--- src/rtl/control_sequencer_if.sv ---
// Instruction-fetch, decoder and datapath-control signals of the control sequencer.
interface control_sequencer_if;
    logic        instr_valid;
    logic [31:0] instruction;
    logic [28:0] decode_cw;
    logic [1:0]  decode_ns;
    logic        mem_ready;
    logic        fetch_req;
    logic [31:0] ir;
    logic [1:0]  state;
    logic [28:0] control_word;
    logic        retire;
    logic        fault;

    modport master (
        input  instr_valid, instruction, decode_cw, decode_ns, mem_ready,
        output fetch_req, ir, state, control_word, retire, fault
    );

    modport slave (
        output instr_valid, instruction, decode_cw, decode_ns, mem_ready,
        input  fetch_req, ir, state, control_word, retire, fault
    );
endinterface

--- src/rtl/control_sequencer.sv ---
// Multi-cycle control sequencer: fetches into ir, steps {ir, state} through the
// external decoders, stalls on data-RAM wait and latches a fault on runaway sequences.
module control_sequencer #(
    parameter int unsigned MAX_STEPS = 4,
    parameter logic [1:0]  MEM_DSEL  = 2'b10
) (
    input logic                 clock,
    input logic                 reset,
    control_sequencer_if.master bus
);
    localparam int unsigned STEP_W = $clog2(MAX_STEPS) + 1;
    localparam int unsigned CW_W   = 29;
    localparam int unsigned IR_W   = 32;

    typedef enum logic [1:0] {
        S_FETCH = 2'd0,
        S_EXEC  = 2'd1,
        S_HALT  = 2'd2
    } fsm_t;

    fsm_t              r_fsm;
    logic [IR_W-1:0]   r_ir;
    logic [1:0]        r_state;
    logic [STEP_W-1:0] r_step;
    logic              r_retire;
    logic              r_fault;
    logic              r_fetch_req;

    logic              w_mem_op;
    logic              w_wait;
    logic              w_last_step;
    logic [CW_W-1:0]   w_nop;
    logic [CW_W-1:0]   w_cw;

    assign w_mem_op    = bus.decode_cw[5] | (bus.decode_cw[4:3] == MEM_DSEL);
    assign w_wait      = w_mem_op & ~bus.mem_ready;
    assign w_last_step = (r_step + STEP_W'(1)) == STEP_W'(MAX_STEPS);

    // NOP keeps the operand/select fields but kills Psel, regW, ramW and SL.
    assign w_nop = {2'b00, bus.decode_cw[26:7], 1'b0, 1'b0, bus.decode_cw[4:1], 1'b0};

    always_comb begin
        w_cw = w_nop;
        if (r_fsm == S_EXEC && !w_wait) begin
            w_cw = bus.decode_cw;
        end
    end

    always_ff @(posedge clock or negedge reset) begin
        if (!reset) begin
            r_fsm       <= S_FETCH;
            r_ir        <= '0;
            r_state     <= '0;
            r_step      <= '0;
            r_retire    <= 1'b0;
            r_fault     <= 1'b0;
            r_fetch_req <= 1'b1;
        end else begin
            r_retire <= 1'b0;
            case (r_fsm)
                S_FETCH: begin
                    if (bus.instr_valid) begin
                        r_ir        <= bus.instruction;
                        r_state     <= '0;
                        r_step      <= '0;
                        r_fsm       <= S_EXEC;
                        r_fetch_req <= 1'b0;
                    end
                end
                S_EXEC: begin
                    if (!w_wait) begin
                        if (bus.decode_ns == 2'd0) begin
                            r_retire    <= 1'b1;
                            r_state     <= '0;
                            r_fsm       <= S_FETCH;
                            r_fetch_req <= 1'b1;
                        end else begin
                            r_state <= bus.decode_ns;
                            r_step  <= r_step + STEP_W'(1);
                            // Runaway sequence: park until reset.
                            if (w_last_step) begin
                                r_fault <= 1'b1;
                                r_fsm   <= S_HALT;
                            end
                        end
                    end
                end
                S_HALT: begin
                    r_fsm <= S_HALT;
                end
                default: begin
                    r_fsm       <= S_FETCH;
                    r_fetch_req <= 1'b1;
                end
            endcase
        end
    end

    assign bus.fetch_req    = r_fetch_req;
    assign bus.ir           = r_ir;
    assign bus.state        = r_state;
    assign bus.control_word = w_cw;
    assign bus.retire       = r_retire;
    assign bus.fault        = r_fault;
endmodule

--- src/flat_wrapper.sv ---
// flat-port wrapper written by rule: the top's interface ports become plain ports
module control_sequencer_flat 
#(
    parameter int unsigned MAX_STEPS = 4,
    parameter logic [1:0]  MEM_DSEL  = 2'b10
)
  (clock, reset, bus_instr_valid, bus_instruction, bus_decode_cw, bus_decode_ns, bus_mem_ready, bus_fetch_req, bus_ir, bus_state, bus_control_word, bus_retire, bus_fault);
  control_sequencer_if bus_i ();
  input logic clock;
  input logic reset;
  input wire logic [$bits(bus_i.instr_valid)-1:0] bus_instr_valid;
  input wire logic [$bits(bus_i.instruction)-1:0] bus_instruction;
  input wire logic [$bits(bus_i.decode_cw)-1:0] bus_decode_cw;
  input wire logic [$bits(bus_i.decode_ns)-1:0] bus_decode_ns;
  input wire logic [$bits(bus_i.mem_ready)-1:0] bus_mem_ready;
  output wire logic [$bits(bus_i.fetch_req)-1:0] bus_fetch_req;
  output wire logic [$bits(bus_i.ir)-1:0] bus_ir;
  output wire logic [$bits(bus_i.state)-1:0] bus_state;
  output wire logic [$bits(bus_i.control_word)-1:0] bus_control_word;
  output wire logic [$bits(bus_i.retire)-1:0] bus_retire;
  output wire logic [$bits(bus_i.fault)-1:0] bus_fault;
  assign bus_i.instr_valid = bus_instr_valid;
  assign bus_i.instruction = bus_instruction;
  assign bus_i.decode_cw = bus_decode_cw;
  assign bus_i.decode_ns = bus_decode_ns;
  assign bus_i.mem_ready = bus_mem_ready;
  assign bus_fetch_req = bus_i.fetch_req;
  assign bus_ir = bus_i.ir;
  assign bus_state = bus_i.state;
  assign bus_control_word = bus_i.control_word;
  assign bus_retire = bus_i.retire;
  assign bus_fault = bus_i.fault;
  control_sequencer #(.MAX_STEPS(MAX_STEPS), .MEM_DSEL(MEM_DSEL)) u_core (.clock(clock), .reset(reset), .bus(bus_i));
endmodule
--- config.mk ---
export PLATFORM = sky130hd
export DESIGN_NAME = control_sequencer_flat
export DESIGN_NICKNAME = d
export VERILOG_FILES = /design/src/rtl/control_sequencer_if.sv /design/src/rtl/control_sequencer.sv /design/src/flat_wrapper.sv
export SDC_FILE = /design/constraint.sdc
export NUM_CORES = 1
export LEC_CHECK = 0
export CAP_MARGIN = 10
export CORE_UTILIZATION = 37
export CTS_CLUSTER_DIAMETER = 100
export CTS_CLUSTER_SIZE = 20
export DETAILED_ROUTE_END_ITERATION = 16
export GPL_ROUTABILITY_DRIVEN = 1
export MAX_ROUTING_LAYER = met4
export PLACE_DENSITY = 0.81
export SLEW_MARGIN = 20
export SYNTH_ARGS = -nofsm -noshare
export SYNTH_HDL_FRONTEND = slang
export SYNTH_SLANG_ARGS = --single-unit
--- constraint.sdc ---
create_clock -name clock -period 1.7 [get_ports clock]
set_input_delay 0.34 -clock clock [delete_from_list [all_inputs] [get_ports clock]]
set_output_delay 0.34 -clock clock [all_outputs]
set_load 0.03 [all_outputs]
==> impl_results.md <==
- Placed cell areas: 0.00300 mm2
- Post-Layout Inst Area: 0.00322 mm2
- Via density: between 4 and 5
- Weighted congestion at the end of routability-driven global placement: 0.808
- Remaining DRCs: 0
- Filler instances: 439
- Distinct cell type count after synthesis: 38
- Highest-delay cell along the critical path: sky130_fd_sc_hd__clkdlybuf4s50_1
- Worst max-slew margin expressed relative to the limit: between 70% and 80%
- Cells after DPL: 297
- Top post-synthesis cells by count: sky130_fd_sc_hd__dfrtp_1, sky130_fd_sc_hd__mux2_4, sky130_fd_sc_hd__buf_4
- Grt ovf: 0
- Worst vdd ir: approximately 0.00032 V
- Mapped Nets: 220
- Count of port buffers added during placement: 88
- Area overhead of the layout relative to synthesis: 51.4%
- Placeable core region: 0.00551 mm2
- Die area: 0.00605 mm2
- Final worst hold slack: 0.467 ns
- Final non-filler cell total: 312
- Launch instance of the worst register-to-register path: u_core.r_fsm[1]$_DFFE_PN0P_
- Number of buffers on the longest clock path: 2
- Timing-limited maximum frequency: 606 MHz
- Share of async-settable or async-resettable flops after synthesis: 100%
- Critical Path AT: roughly 1.3 ns
- Netlist area before placement: 0.00213 mm2
- Startpoint of the worst setup timing path: u_core.bus.ir[14]$_DFFE_PN0P_
- Count of buffer and inverter cells on the critical path: 1
- Crit-path cells: clkdlybuf4s50_1
- Least-Margin Pin Slew: 0.448 ns
- Clk pin slew, worst setup/hold paths: 0.07 ns
- CTS tree: yes
- Overall die width: 77.8 um
- Drt wl/cell: 13.9 um
- Instance count of the mapped netlist: 151
- Category of cells accounting for the largest share of critical-path delay: buffers and inverters
- Wire length of the first global-routing pass: slightly above 7000 um
- Number of antenna violations at the first check in global routing: 0
- Die span in y: about 78 um
- Number of inserted diodes: 0
- Nets: 308
- HP Start: u_core.bus.fault$_DFFE_PN0P_
- Setup skew after layout: 0.00455 ns
- Share of the cycle needed by the critical path after routing: 97.1%
- Post-route worst setup slack: 0.0490 ns
- Top cell type's share of synthesized area: 48.3%
- Clock root buffer: sky130_fd_sc_hd__clkbuf_8
- Power density over the cells: 694 mW/mm2
- Detailed-placement wirelength estimate: 3210 um
- Crit-path max cell delay: about 0.68 ns
- GR Util All Layers: 15.7%
- Pleak: 0.00168 uW
- Final number of setup-violating endpoints: 0
- Number of global-route vias before repair: between 1500 and 2000
- H-Tree Depth: 2
- Max-slew violations: 0
- Area leader, netlist: sky130_fd_sc_hd__dfrtp_1
- Ranking of synthesized cells by area: sky130_fd_sc_hd__dfrtp_1, sky130_fd_sc_hd__mux2_4, sky130_fd_sc_hd__buf_4, sky130_fd_sc_hd__buf_8, sky130_fd_sc_hd__a2111oi_4
- Clock tree sinks: 42
- Max_cap viols: 0
- First DRT Iteration DRCs: 68
- First-pass detailed-route iteration total: 4
- Synth Warn #: 0
- Total detailed-routing wirelength: 4340 um
- Most frequently used cell type in the post-synthesis netlist: sky130_fd_sc_hd__dfrtp_1
- Pin count of the biggest net entering global routing: 25
- Data required, critical path: around 1.4 ns
- Initial standard-cell utilization of the core: roughly two fifths
- Type of the setup path with the least slack: flop to primary output
- Finished Core Util: 58.5%
- Classification of the worst-slack hold path: flop to flop
- Sequential area share after synthesis: about half
- Outcome: complete, no violations
- Final Hold Violating Endpoints: 0
- Latest clock arrival within the worst-skew pair: roughly 0.28 ns
- Commonest register cell after synthesis: sky130_fd_sc_hd__dfrtp_1
- Unrepaired setup endpoints after global routing: no
- Layout cells sized above 1: 34.2%
- Row count: 27
- Post-placement setup slack: -0.313 ns
- Avg Inst Size Synth: 14.1 um2
- Peak fanout along the critical path: 2
- Type of origin of the critical path: flop
- Number of buffers inserted during clock tree synthesis: 5
- Number of placed I/O pins: about 130
- Number of register bits inferred by synthesis: 42
- Clock period minus final worst setup slack: 1.65 ns
- EDFF count, synth: 0
- Via total after detailed routing: 1445
- Number of nets still failing antenna checks after routing: 0
- Endpoint kind of the worst setup timing path: primary output
## state kept, by name, indices dropped and copies added, names as in the netlist
register,count
u_core.bus.fetch_req,1
u_core.bus.state,2
u_core.r_fsm,2
u_core.r_step,3
u_core.bus.retire,1
u_core.bus.fault,1
u_core.bus.ir,32
## final timing paths
path,to,slack [ns],depth (start not counted)
hold / removal,u_core.bus.fault$_DFFE_PN0P_,0.47,1
setup reg to reg,u_core.bus.ir[5]$_DFFE_PN0P_,0.20,5
hold reg to reg,u_core.bus.fault$_DFFE_PN0P_,0.47,1
setup / recovery,bus_ir[14],0.05,1
min in group asynchronous,u_core.bus.ir[3]$_DFFE_PN0P_,0.54,2
max in group asynchronous,u_core.bus.fetch_req$_DFFE_PN1P_,0.61,3
## cell usage in the layout (no fill, tap or decap), drive strengths merged, types with 2 or more instances in the layout
cell           instances
a211o                  2
a21oi                  3
and2                   7
buf                   28
clkbuf                 7
clkdlybuf4s50         56
dfrtp                 41
dlygate4sd2            4
dlymetal6s2s          18
ha                     2
inv                    2
mux2                  32
nand2                  6
nand2b                 2
nand4                  3
nor2                   3
nor2b                  2
o211ai                 2
o21ai                  3
## stage by stage
step	total power (uW)	setup TNS, ns
final	2240	0
after global routing	2340	0
after CTS	2270	0
after detailed placement	1500	-4.55
after global placement	1490	-4.38
after floorplan	1350	0
## per-layer routing
layer  GRT usage [%]  vias to the layer above  share of wire, %  routed length, um
met4            6.60                        0              0.97                 42
li1                -                      678                 -                  -
met1            19.6                      695                43               1870
met5               -                        -                 0                  0
met3            4.59                        9               8.7                377
met2            23.9                       63                47               2050
## power breakdown
part,leakage [uW],total [uW],switching (uW),internal (uW)
sequential,0.000533,1070,24.8,1040
combinational,0.00109,412,178,234
clock,0.0000514,757,319,438
total,0.00168,2240,522,1710
## layout make-up
| class | instances | area (um2) | share of cell area (%) |
|---|---|---|---|
| inverters | 2 | 7.51 | 0.233 |
| clock inverters | 2 | 37.5 | 1.17 |
| repair buffers | 109 | 1120 | 34.7 |
| clock buffers | 6 | 72.6 | 2.25 |
| multi-input cells | 79 | 841 | 26.1 |
| flip-flops and latches | 42 | 1050 | 32.7 |
| well taps | 72 | 90.1 | 2.80 |
## kinds of logic (layout without fill, tap and decap cells)
logic type / after synthesis / in the layout / share of synthesized area, %
AND/OR/NAND/NOR: 29 / 29 / 9.59
flip-flops: 42 / 42 / 49.5
AO/OA/AOI/OAI: 15 / 15 / 5.89
XOR/XNOR: 1 / 1 / 0.412
adder cells (fa/ha/maj): 2 / 2 / 1.18
multiplexers: 32 / 32 / 22.2
buffers and inverters: 30 / 119 / 11.2
## timing repair
item,in CTS,in global routing
endpoints found under the setup margin,7,23
hold endpoints to repair,8,0
hold buffers,1,0
setup buffers,6,0
gates resized for setup,12,23
pin swaps,2,2
Note: power is estimated with default switching activity, not from simulation.
